===== src/rtl/perf_pkg.sv =====
// Shared types and constants for the writeback retire monitor and its counters.
package perf_pkg;

  localparam int CNT_W = 64;
  localparam int N_CNT = 4;

  localparam logic [31:0] HALT_PC0_DEF = 32'h0000_001C;
  localparam logic [31:0] HALT_PC1_DEF = 32'h0000_0020;

  typedef enum logic [1:0] {
    CNT_CYCLE   = 2'd0,
    CNT_INSTRET = 2'd1,
    CNT_CTRL    = 2'd2,
    CNT_MISPRED = 2'd3
  } cnt_sel_e;

  // The read port is 32 bits wide, so software sees a counter one half at a time.
  function automatic logic [31:0] cnt_half(input logic [CNT_W-1:0] v, input logic hi);
    return hi ? v[63:32] : v[31:0];
  endfunction

endpackage


===== src/rtl/perf_counter.sv =====
// Free-running wrapping counter; clear beats hold, hold beats increment.
module perf_counter
  import perf_pkg::*;
#(
  parameter int W = CNT_W
) (
  input  logic         clk_i,
  input  logic         rst_i,
  input  logic         clr_i,
  input  logic         hold_i,
  input  logic         inc_i,
  output logic [W-1:0] cnt_o
);

  logic [W-1:0] cnt_q, cnt_d;

  always_comb begin
    cnt_d = cnt_q;
    if (clr_i) begin
      cnt_d = '0;
    end else if (!hold_i && inc_i) begin
      cnt_d = cnt_q + W'(1);
    end
  end

  always_ff @(posedge clk_i) begin
    if (rst_i) begin
      cnt_q <= '0;
    end else begin
      cnt_q <= cnt_d;
    end
  end

  assign cnt_o = cnt_q;

endmodule


===== src/rtl/commit_monitor.sv =====
// Writeback retire stage: registers MEM->WB, drives the retire stream, keeps
// four performance counters behind a registered read port and a sticky halt flag.
module commit_monitor
  import perf_pkg::*;
#(
  parameter logic [31:0] HALT_PC0 = perf_pkg::HALT_PC0_DEF,
  parameter logic [31:0] HALT_PC1 = perf_pkg::HALT_PC1_DEF,
  parameter int          CNT_W    = perf_pkg::CNT_W
) (
  input  logic        i_clk,
  input  logic        i_reset,
  input  logic        i_mem_vld,
  input  logic [31:0] i_mem_pc,
  input  logic        i_mem_ctrl,
  input  logic        i_mem_mispred,
  input  logic        i_stall,
  input  logic        i_flush,
  input  logic        i_cnt_freeze,
  input  logic        i_cnt_clr,
  input  logic [1:0]  i_rd_addr,
  input  logic        i_rd_hi,
  output logic [31:0] o_rd_data,
  output logic        o_insn_vld,
  output logic [31:0] o_pc_debug,
  output logic        o_ctrl,
  output logic        o_mispred,
  output logic        o_halt
);

  logic        vld_q, vld_d;
  logic [31:0] pc_q, pc_d;
  logic        ctrl_q, ctrl_d;
  logic        mispred_q, mispred_d;
  logic        halt_q, halt_d;
  logic [31:0] rd_data_q, rd_data_d;

  logic [N_CNT-1:0] cnt_inc;
  logic [CNT_W-1:0] cnt_val [N_CNT];
  logic             cnt_hold;

  always_comb begin
    vld_d     = i_mem_vld & ~i_stall & ~i_flush;
    pc_d      = i_mem_pc;
    ctrl_d    = i_mem_ctrl & vld_d;
    // A mispredict flag on a non-control instruction carries no meaning.
    mispred_d = i_mem_mispred & i_mem_ctrl & vld_d;
    halt_d    = halt_q | (vld_q & ((pc_q == HALT_PC0) | (pc_q == HALT_PC1)));
    rd_data_d = cnt_half(cnt_val[i_rd_addr], i_rd_hi);
  end

  always_ff @(posedge i_clk) begin
    if (i_reset) begin
      vld_q     <= 1'b0;
      pc_q      <= '0;
      ctrl_q    <= 1'b0;
      mispred_q <= 1'b0;
      halt_q    <= 1'b0;
      rd_data_q <= '0;
    end else begin
      vld_q     <= vld_d;
      pc_q      <= pc_d;
      ctrl_q    <= ctrl_d;
      mispred_q <= mispred_d;
      halt_q    <= halt_d;
      rd_data_q <= rd_data_d;
    end
  end

  // Counters see the retiring instruction, so they lag the retire stream by one edge.
  assign cnt_inc[CNT_CYCLE]   = 1'b1;
  assign cnt_inc[CNT_INSTRET] = vld_q;
  assign cnt_inc[CNT_CTRL]    = vld_q & ctrl_q;
  assign cnt_inc[CNT_MISPRED] = mispred_q;
  assign cnt_hold             = i_cnt_freeze | halt_q;

  for (genvar gi = 0; gi < N_CNT; gi++) begin : gen_cnt
    perf_counter #(
      .W(CNT_W)
    ) u_cnt (
      .clk_i (i_clk),
      .rst_i (i_reset),
      .clr_i (i_cnt_clr),
      .hold_i(cnt_hold),
      .inc_i (cnt_inc[gi]),
      .cnt_o (cnt_val[gi])
    );
  end

  assign o_rd_data  = rd_data_q;
  assign o_insn_vld = vld_q;
  assign o_pc_debug = pc_q;
  assign o_ctrl     = ctrl_q;
  assign o_mispred  = mispred_q;
  assign o_halt     = halt_q;

endmodule


===== config.mk =====
export PLATFORM = sky130hd
export DESIGN_NAME = commit_monitor
export DESIGN_NICKNAME = d
export VERILOG_FILES = /design/src/rtl/perf_pkg.sv /design/src/rtl/perf_counter.sv /design/src/rtl/commit_monitor.sv
export SDC_FILE = /design/constraint.sdc
export NUM_CORES = 1
export LEC_CHECK = 0
export ABC_AREA = 1
export CAP_MARGIN = 20
export CORE_AREA = 3 3 189 191
export CTS_CLUSTER_DIAMETER = 40
export DETAILED_ROUTE_END_ITERATION = 10
export DIE_AREA = 0 0 192 194
export HOLD_SLACK_MARGIN = 0.03
export PLACE_DENSITY = 0.74
export SLEW_MARGIN = 20
export SYNTH_ARGS = -nofsm -noshare
export SYNTH_HDL_FRONTEND = slang
export SYNTH_SLANG_ARGS = --single-unit

===== constraint.sdc =====
create_clock -name i_clk -period 2.36 [get_ports i_clk]
set_clock_uncertainty 0.15 [all_clocks]
set_input_delay 0.236 -clock i_clk [delete_from_list [all_inputs] [get_ports i_clk]]
set_output_delay 0.236 -clock i_clk [all_outputs]
set_load 0.005 [all_outputs]

==> results of run 1 <==
flip-flops by register name, indices dropped and copies added, names as in the netlist:
register             count
o_rd_data               32
o_halt                   1
o_ctrl                   1
gen_cnt.u_cnt.cnt_o    256
o_insn_vld               1
o_pc_debug              32
o_mispred                1
power breakdown:
part	switching, mW	total, mW	leakage (nW)	internal [mW]
logic	0.541	0.940	4.33	0.399
clock network	3.20	8.29	0.941	5.09
registers	0.0313	5.58	2.63	5.54
how the worst max path moves through the flow:
stage	endpoint	cells past startpoint	startpoint
after detailed placement	gen_cnt[0].u_cnt.cnt_o[44]$_SDFFE_PP0P_	12	i_cnt_freeze
after global placement	gen_cnt[0].u_cnt.cnt_o[44]$_SDFFE_PP0P_	12	i_cnt_freeze
after CTS	gen_cnt[2].u_cnt.cnt_o[56]$_SDFFE_PP0P_	10	gen_cnt[2].u_cnt.cnt_o[1]$_SDFFE_PP0P_
final	gen_cnt[3].u_cnt.cnt_o[59]$_SDFFE_PP0P_	10	gen_cnt[3].u_cnt.cnt_o[8]$_SDFFE_PP0P_
after global routing	gen_cnt[3].u_cnt.cnt_o[28]$_SDFFE_PP0P_	11	gen_cnt[3].u_cnt.cnt_o[0]$_SDFFE_PP0P_
after floorplan	gen_cnt[2].u_cnt.cnt_o[26]$_SDFFE_PP0P_	10	gen_cnt[2].u_cnt.cnt_o[1]$_SDFFE_PP0P_
area by class of cell:
cell class                      instances  area (um^2)  area share (%)
Clock inverter                         37          388            1.69
Timing Repair Buffer                  214         2080            9.09
Inverter                              346         1300            5.68
Antenna cell                            1         2.50          0.0109
Multi-Input combinational cell       2309        10500            46.0
Sequential cell                       324         6490            28.3
Tap cell                              455          569            2.49
Clock buffer                           69         1540            6.73
cells in the mapped netlist:
cell	number	area share, %
nor2_1	652	13
clkinv_1	1	0.020
a21o_1	1	0.040
and3_1	4	0.13
o21a_1	11	0.44
o22ai_1	3	0.10
nor3_1	60	1.6
nor4_1	4	0.13
or3b_2	1	0.047
nand2_2	7	0.23
o31ai_1	1	0.040
nor2_4	18	1.1
xnor2_1	3	0.14
nor2_2	35	1.2
a21oi_1	211	5.7
xor2_1	20	0.94
a31oi_1	36	1.2
o21ai_1	5	0.13
o21bai_1	8	0.32
ha_1	4	0.27
buf_2	16	0.43
nand4_1	70	2.3
inv_2	5	0.10
o211ai_1	11	0.44
or2_2	2	0.067
nor3_2	4	0.21
nor3b_1	14	0.56
buf_4	2	0.080
nand3b_1	6	0.24
and2_2	1	0.040
nand3_1	201	5.4
nand2_4	2	0.12
clkbuf_1	55	1.1
nand3_2	1	0.054
and2_1	7	0.23
nand2_1	672	14
buf_1	14	0.28
nand4_2	2	0.13
clkinv_2	1	0.027
dfxtp_1	324	35
inv_1	339	6.8
o21ai_0	232	6.2
timing repair:
item | 4_1_cts | 5_1_grt
hold endpoints to repair | 32 | 0
endpoints found under the setup margin | 0 | 0
hold buffers | 32 | 0
resized for setup | 0 | 0
routing by layer:
layer	GRT usage (%)	vias to the layer above
met3	7.65	194
met1	55.5	9962
li1	-	10319
met2	56.4	1352
met4	19.2	0
met5	0	-
logic make-up after synthesis:
kind of cell	after synthesis
xor gates and xnor gates	23
adders and majority gates	4
DFF	324
and+or+nand+nor	1763
buffers and inverters	433
AOI/OAI and AO/OA	519
placed cells by master (no fill, tap or decap), types with 12 or more instances in the layout:
master	Yosys	layout
a21oi_1	211	211
nand4_1	70	70
nor3b_1	14	14
nand2_1	672	672
o21ai_0	232	232
nand3_1	201	201
a31oi_1	36	36
buf_4	2	62
clkdlybuf4s50_1	0	109
inv_1	339	338
dfxtp_1	324	324
clkbuf_16	0	58
inv_6	0	12
nor3_1	60	60
nor2_2	35	35
nor2_1	652	651
dlygate4sd3_1	0	32
xor2_1	20	20
nor2_4	18	19
==> impl_metrics.tcl, run 1 <==
set metrics [dict create \
    die_y_um 194 \
    core_region_area_um2 34300 \
    stdcell_area_um2 22900 \
    final-setup-viol-count 0 \
    drc 0 \
    postSynthNetCount 3114 \
    r2r_cells 10 \
    ioPinCount 112 \
    cp_slowest_cell "dfxtp_1" \
    postSynthAreaPerCell_um2 6.09 \
    grt_pass1_wl_um 112000 \
    ir_worst_vdd_uv 527 \
    cp-start-kind "flip-flop" \
    wl_met1_um 31000 \
    cp_num_buf_inv 0 \
    antenna_found_initial 0 \
    hold_viol 0 \
    period_share_pct 89.9 \
    drtIter0Drc 3040 \
    clk_latency_ns 0.61 \
    worstMarginPinSlew_ns 0.884 \
    cts_tree "built" \
    cp.arrival_ns 2.51 \
    wirelength_um 74700 \
    grt_pass1_vias 19805 \
    path_max_fanout 10 \
    dp_worst_setup_slack_ns 0.00154 \
    placedCellCount 3616 \
    synth_compound_area_share_pct 14.6 \
    synthAdderAreaFrac_pct 0.268 \
    clock_path_buffers 3 \
    htreeDepth 2 \
    gr-total-overflow 0 \
    initial_core_util_pct 54.4 \
    cts.sinks 324 \
    path_class "reg -> reg" \
    grt_max_degree 109 \
    cts_root_buf "clkbuf_16" \
    r2r_end "gen_cnt[3].u_cnt.cnt_o[59]$_SDFFE_PP0P_" \
    holdPathEnd "o_ctrl$_SDFF_PP0_" \
    syn_inst 3066 \
    cpLargestDelayFamily "simple AND/OR/NAND/NOR gates" \
    dieArea_um2 37200 \
    cp_cell_sequence "nand2_1, nor2_1, nand2_1, nor2_2, nand2_1, nor2_4, nand2_1, nand2_1, nand2_1, nor2_1" \
    seq_area_frac_synth_pct 34.7 \
    fin_crit_ns 2.12 \
    finish.utilization_pct 66.8 \
    cellPowerDensity_nw_per_um2 646 \
    p_leak_nw 7.89 \
    synth_area_um2 18700 \
    fmax_mhz 471 \
    clk_pin_slew_worst_paths_ns 0.06 \
    layout.nets 3299 \
    wl_met2_um 30600 \
    dr.max_layer_used "met4" \
    p_total_mw 14.8 \
    fp.dieW_um 192 \
    fin_hold_ws_ns 0.0901 \
    regToRegStartpoint "gen_cnt[3].u_cnt.cnt_o[8]$_SDFFE_PP0P_" \
    min_from "i_mem_ctrl" \
    cpMostUsedCell "nand2_1" \
    cap_violations 0 \
    dp_hpwl_um 57600 \
    max_stage_delay_ns 0.51 \
    numCtsBuffers 56 \
    synthSimpleGateAreaFrac_pct 40.4 \
    synth_cell_types 42 \
    holdPathStages 2 \
    viasPerCell 5.81 \
    hold_path.class "in -> reg" \
    dr.pass1.iters 9 \
    setup_tns_ns 0 \
    muxShareOfSynthArea_pct 0 \
    maxSlewHeadroom_pct 40.4 \
    syn_to_final_growth_pct 22.7 \
    slew_violations 0 \
    synth_xor_area_share_pct 1.08 \
    final_cells 3755 \
    wl_met3_um 9080 \
    portBuffers 111 \
    drive_gt1_share_pct 7.70 \
    postCtsSetupBuffers 0 \
    synth_top_family_by_area "simple AND/OR/NAND/NOR gates" \
    ant_nets 0 \
    grt_usage_pct 39.0 \
    r2r_setup_slack_ns 0.24 \
    num_rows 68 \
    grt_setup_unrepaired "false" \
    gp_congestion 1.13 \
    n_fill_cell 3054 \
    synth_seq_cells 324 \
    num_vias 21827 \
    critPathCaptureType "flip-flop" \
    critPathRequiredTime_ns 2.75 \
    placed_area_um2 20700 \
    outcome "completed" \
    ys_warn_count 0 \
    avgRoutedWirePerCell_um 19.9 \
    final.setup.worst_slack_ns 0.238 \
]
Power figures use the tool's default switching activity.
==> inputs of run 2 (changes only) <==
- CORE_AREA: 3 3 189 191 -> 2 2 188 190
- DIE_AREA: 0 0 192 194 -> 0 0 190 192
- clock period: 2.36 -> 2.53 ns (I/O delays scaled with it)
==> run 2 against run 1 <==
Clock-buffer cell count shrank 8. Sequential share of layout area grew 0.63 points. Routed wire length shrank 3.8%. Critical path depth is the same. Largest power group unchanged. Core utilization shrank 1.5 points. Critical endpoint is now gen_cnt[3].u_cnt.cnt_o[56]$_SDFFE_PP0P_. Largest cell class unchanged. Register-to-register slack gained 0.10 ns. Sequential cell count is the same.
==> impl_metrics.tcl, run 2 (synthesis results as in run 1) <==
set metrics [dict create \
    mostFrequentLayoutCell "nand2_1" \
    core_region_area_um2 34300 \
    drtIter0Drc 2543 \
    fmax_mhz 457 \
    numCtsBuffers 52 \
    outcome "completed" \
    fp.dieW_um 190 \
    layout.nets 3258 \
    syn_to_final_growth_pct 20.0 \
    drc 0 \
    num_rows 68 \
    min_from "i_mem_pc[13]" \
    num_vias 21317 \
    critPathRequiredTime_ns 2.87 \
    grt_setup_unrepaired "false" \
    diodes 0 \
    hold_path.class "in -> reg" \
    cp.arrival_ns 2.53 \
    setup_tns_ns 0 \
    grt_pass1_wl_um 109000 \
    regToRegStartpoint "gen_cnt[3].u_cnt.cnt_o[1]$_SDFFE_PP0P_" \
    dp_worst_setup_slack_ns 0.125 \
    clk_latency_ns 0.60 \
    cp-startpoint "gen_cnt[3].u_cnt.cnt_o[1]$_SDFFE_PP0P_" \
    ir_worst_vdd_uv 610 \
    fin_hold_ws_ns 0.0410 \
    wl_met3_um 8430 \
    cp-start-kind "flip-flop" \
    dieArea_um2 36500 \
    initial_core_util_pct 54.4 \
    cts-resized-gates 0 \
    dp_hpwl_um 54800 \
    wl_met1_um 30300 \
    critPathCaptureType "flip-flop" \
    ant_nets 0 \
    htreeDepth 2 \
    period_share_pct 86.6 \
    largest_reg_flops 256 \
    path_max_fanout 5 \
    dr.pass1.iters 9 \
    cts_tree "built" \
    wl_met2_um 29000 \
    dr.max_layer_used "met4" \
    cellPowerDensity_nw_per_um2 593 \
    final_cells 3707 \
    viasPerCell 5.75 \
    placedCellCount 3585 \
    ioPinCount 112 \
    grt_pass1_vias 19489 \
    fin_crit_ns 2.19 \
    antenna_found_initial 0 \
    maxSlewHeadroom_pct 46.2 \
    cts.sinks 324 \
    hold_viol 0 \
    clk_pin_slew_worst_paths_ns 0.06 \
    grt_max_degree 91 \
    drive_gt1_share_pct 6.64 \
    gp_congestion 1.04 \
    cap_violations 0 \
    gr-total-overflow 0 \
    slew_violations 0 \
    grt_usage_pct 39.1 \
    n_fill_cell 3187 \
    worstMarginPinSlew_ns 0.799 \
    die_y_um 192 \
    final.setup.worst_slack_ns 0.340 \
    path_class "reg -> reg" \
    wirelength_um 71800 \
    p_leak_nw 7.61 \
    avgRoutedWirePerCell_um 19.4 \
    clock_path_buffers 3 \
    cts_root_buf "clkbuf_16" \
    most-common-layout-cells "nand2_1 (672), nor2_1 (651), inv_1 (338)" \
    portBuffers 111 \
    final-setup-viol-count 0 \
]
## run 2: layout make-up
class	instances	area, um^2	area share [%]
Timing Repair Buffer	177	1750	7.82
Tap cell	455	569	2.54
Multi-Input combinational cell	2309	10500	47.0
Inverter	346	1300	5.81
Clock inverter	35	357	1.59
Clock buffer	61	1410	6.28
Sequential cell	324	6490	28.9
## run 2: timing repair
item | in CTS | in global routing
buffers inserted | 0 | 0
endpoints found under the hold margin | 26 | 0
hold buffers | 26 | 0
## run 2: worst paths after layout
| check | to | depth (start not counted) | slack [ns] |
|---|---|---|---|
| max | gen_cnt[3].u_cnt.cnt_o[56]$_SDFFE_PP0P_ | 10 | 0.34 |
| min | o_pc_debug[13]$_SDFF_PP0_ | 3 | 0.04 |
| max reg2reg | gen_cnt[3].u_cnt.cnt_o[56]$_SDFFE_PP0P_ | 10 | 0.34 |
| min reg2reg | gen_cnt[0].u_cnt.cnt_o[4]$_SDFFE_PP0P_ | 2 | 0.35 |
## run 2: worst max-delay path: stages (launching register included)
cell and delay, ns:
dfxtp_1 0.47, ha_1 0.24, inv_1 0.07, nor2_1 0.18
nand2_1 0.12, nor2_1 0.19, nand3_1 0.11, nor2_1 0.32
nand3_1 0.11, nand2_1 0.08, nor2_1 0.04
## run 2: per-layer routing
layer / up-vias / global-route usage [%]
met2: 1289 / 57.0
met4: 0 / 21.9
met3: 186 / 7.25
met5: - / 0
li1: 10214 / -
met1: 9628 / 54.3
## run 2: metrics by stage
step	utilization, %	cell area [um^2]	power, mW
5_1_grt	65.3	22400	13.6
6_report	65.3	22400	13.3
3_3_place_gp	59.4	20400	6.08
3_5_place_dp	59.4	20400	6.09
2_1_floorplan	-	18700	5.68
4_1_cts	65.3	22400	13.3
## run 2: power breakdown
| group | switching [mW] | total (mW) | internal [mW] | leakage, nW |
|---|---|---|---|---|
| clock network | 2.86 | 7.23 | 4.38 | 0.862 |
| logic | 0.499 | 0.849 | 0.350 | 4.13 |
| registers | 0.0276 | 5.20 | 5.17 | 2.63 |
| total | 3.39 | 13.3 | 9.90 | 7.61 |
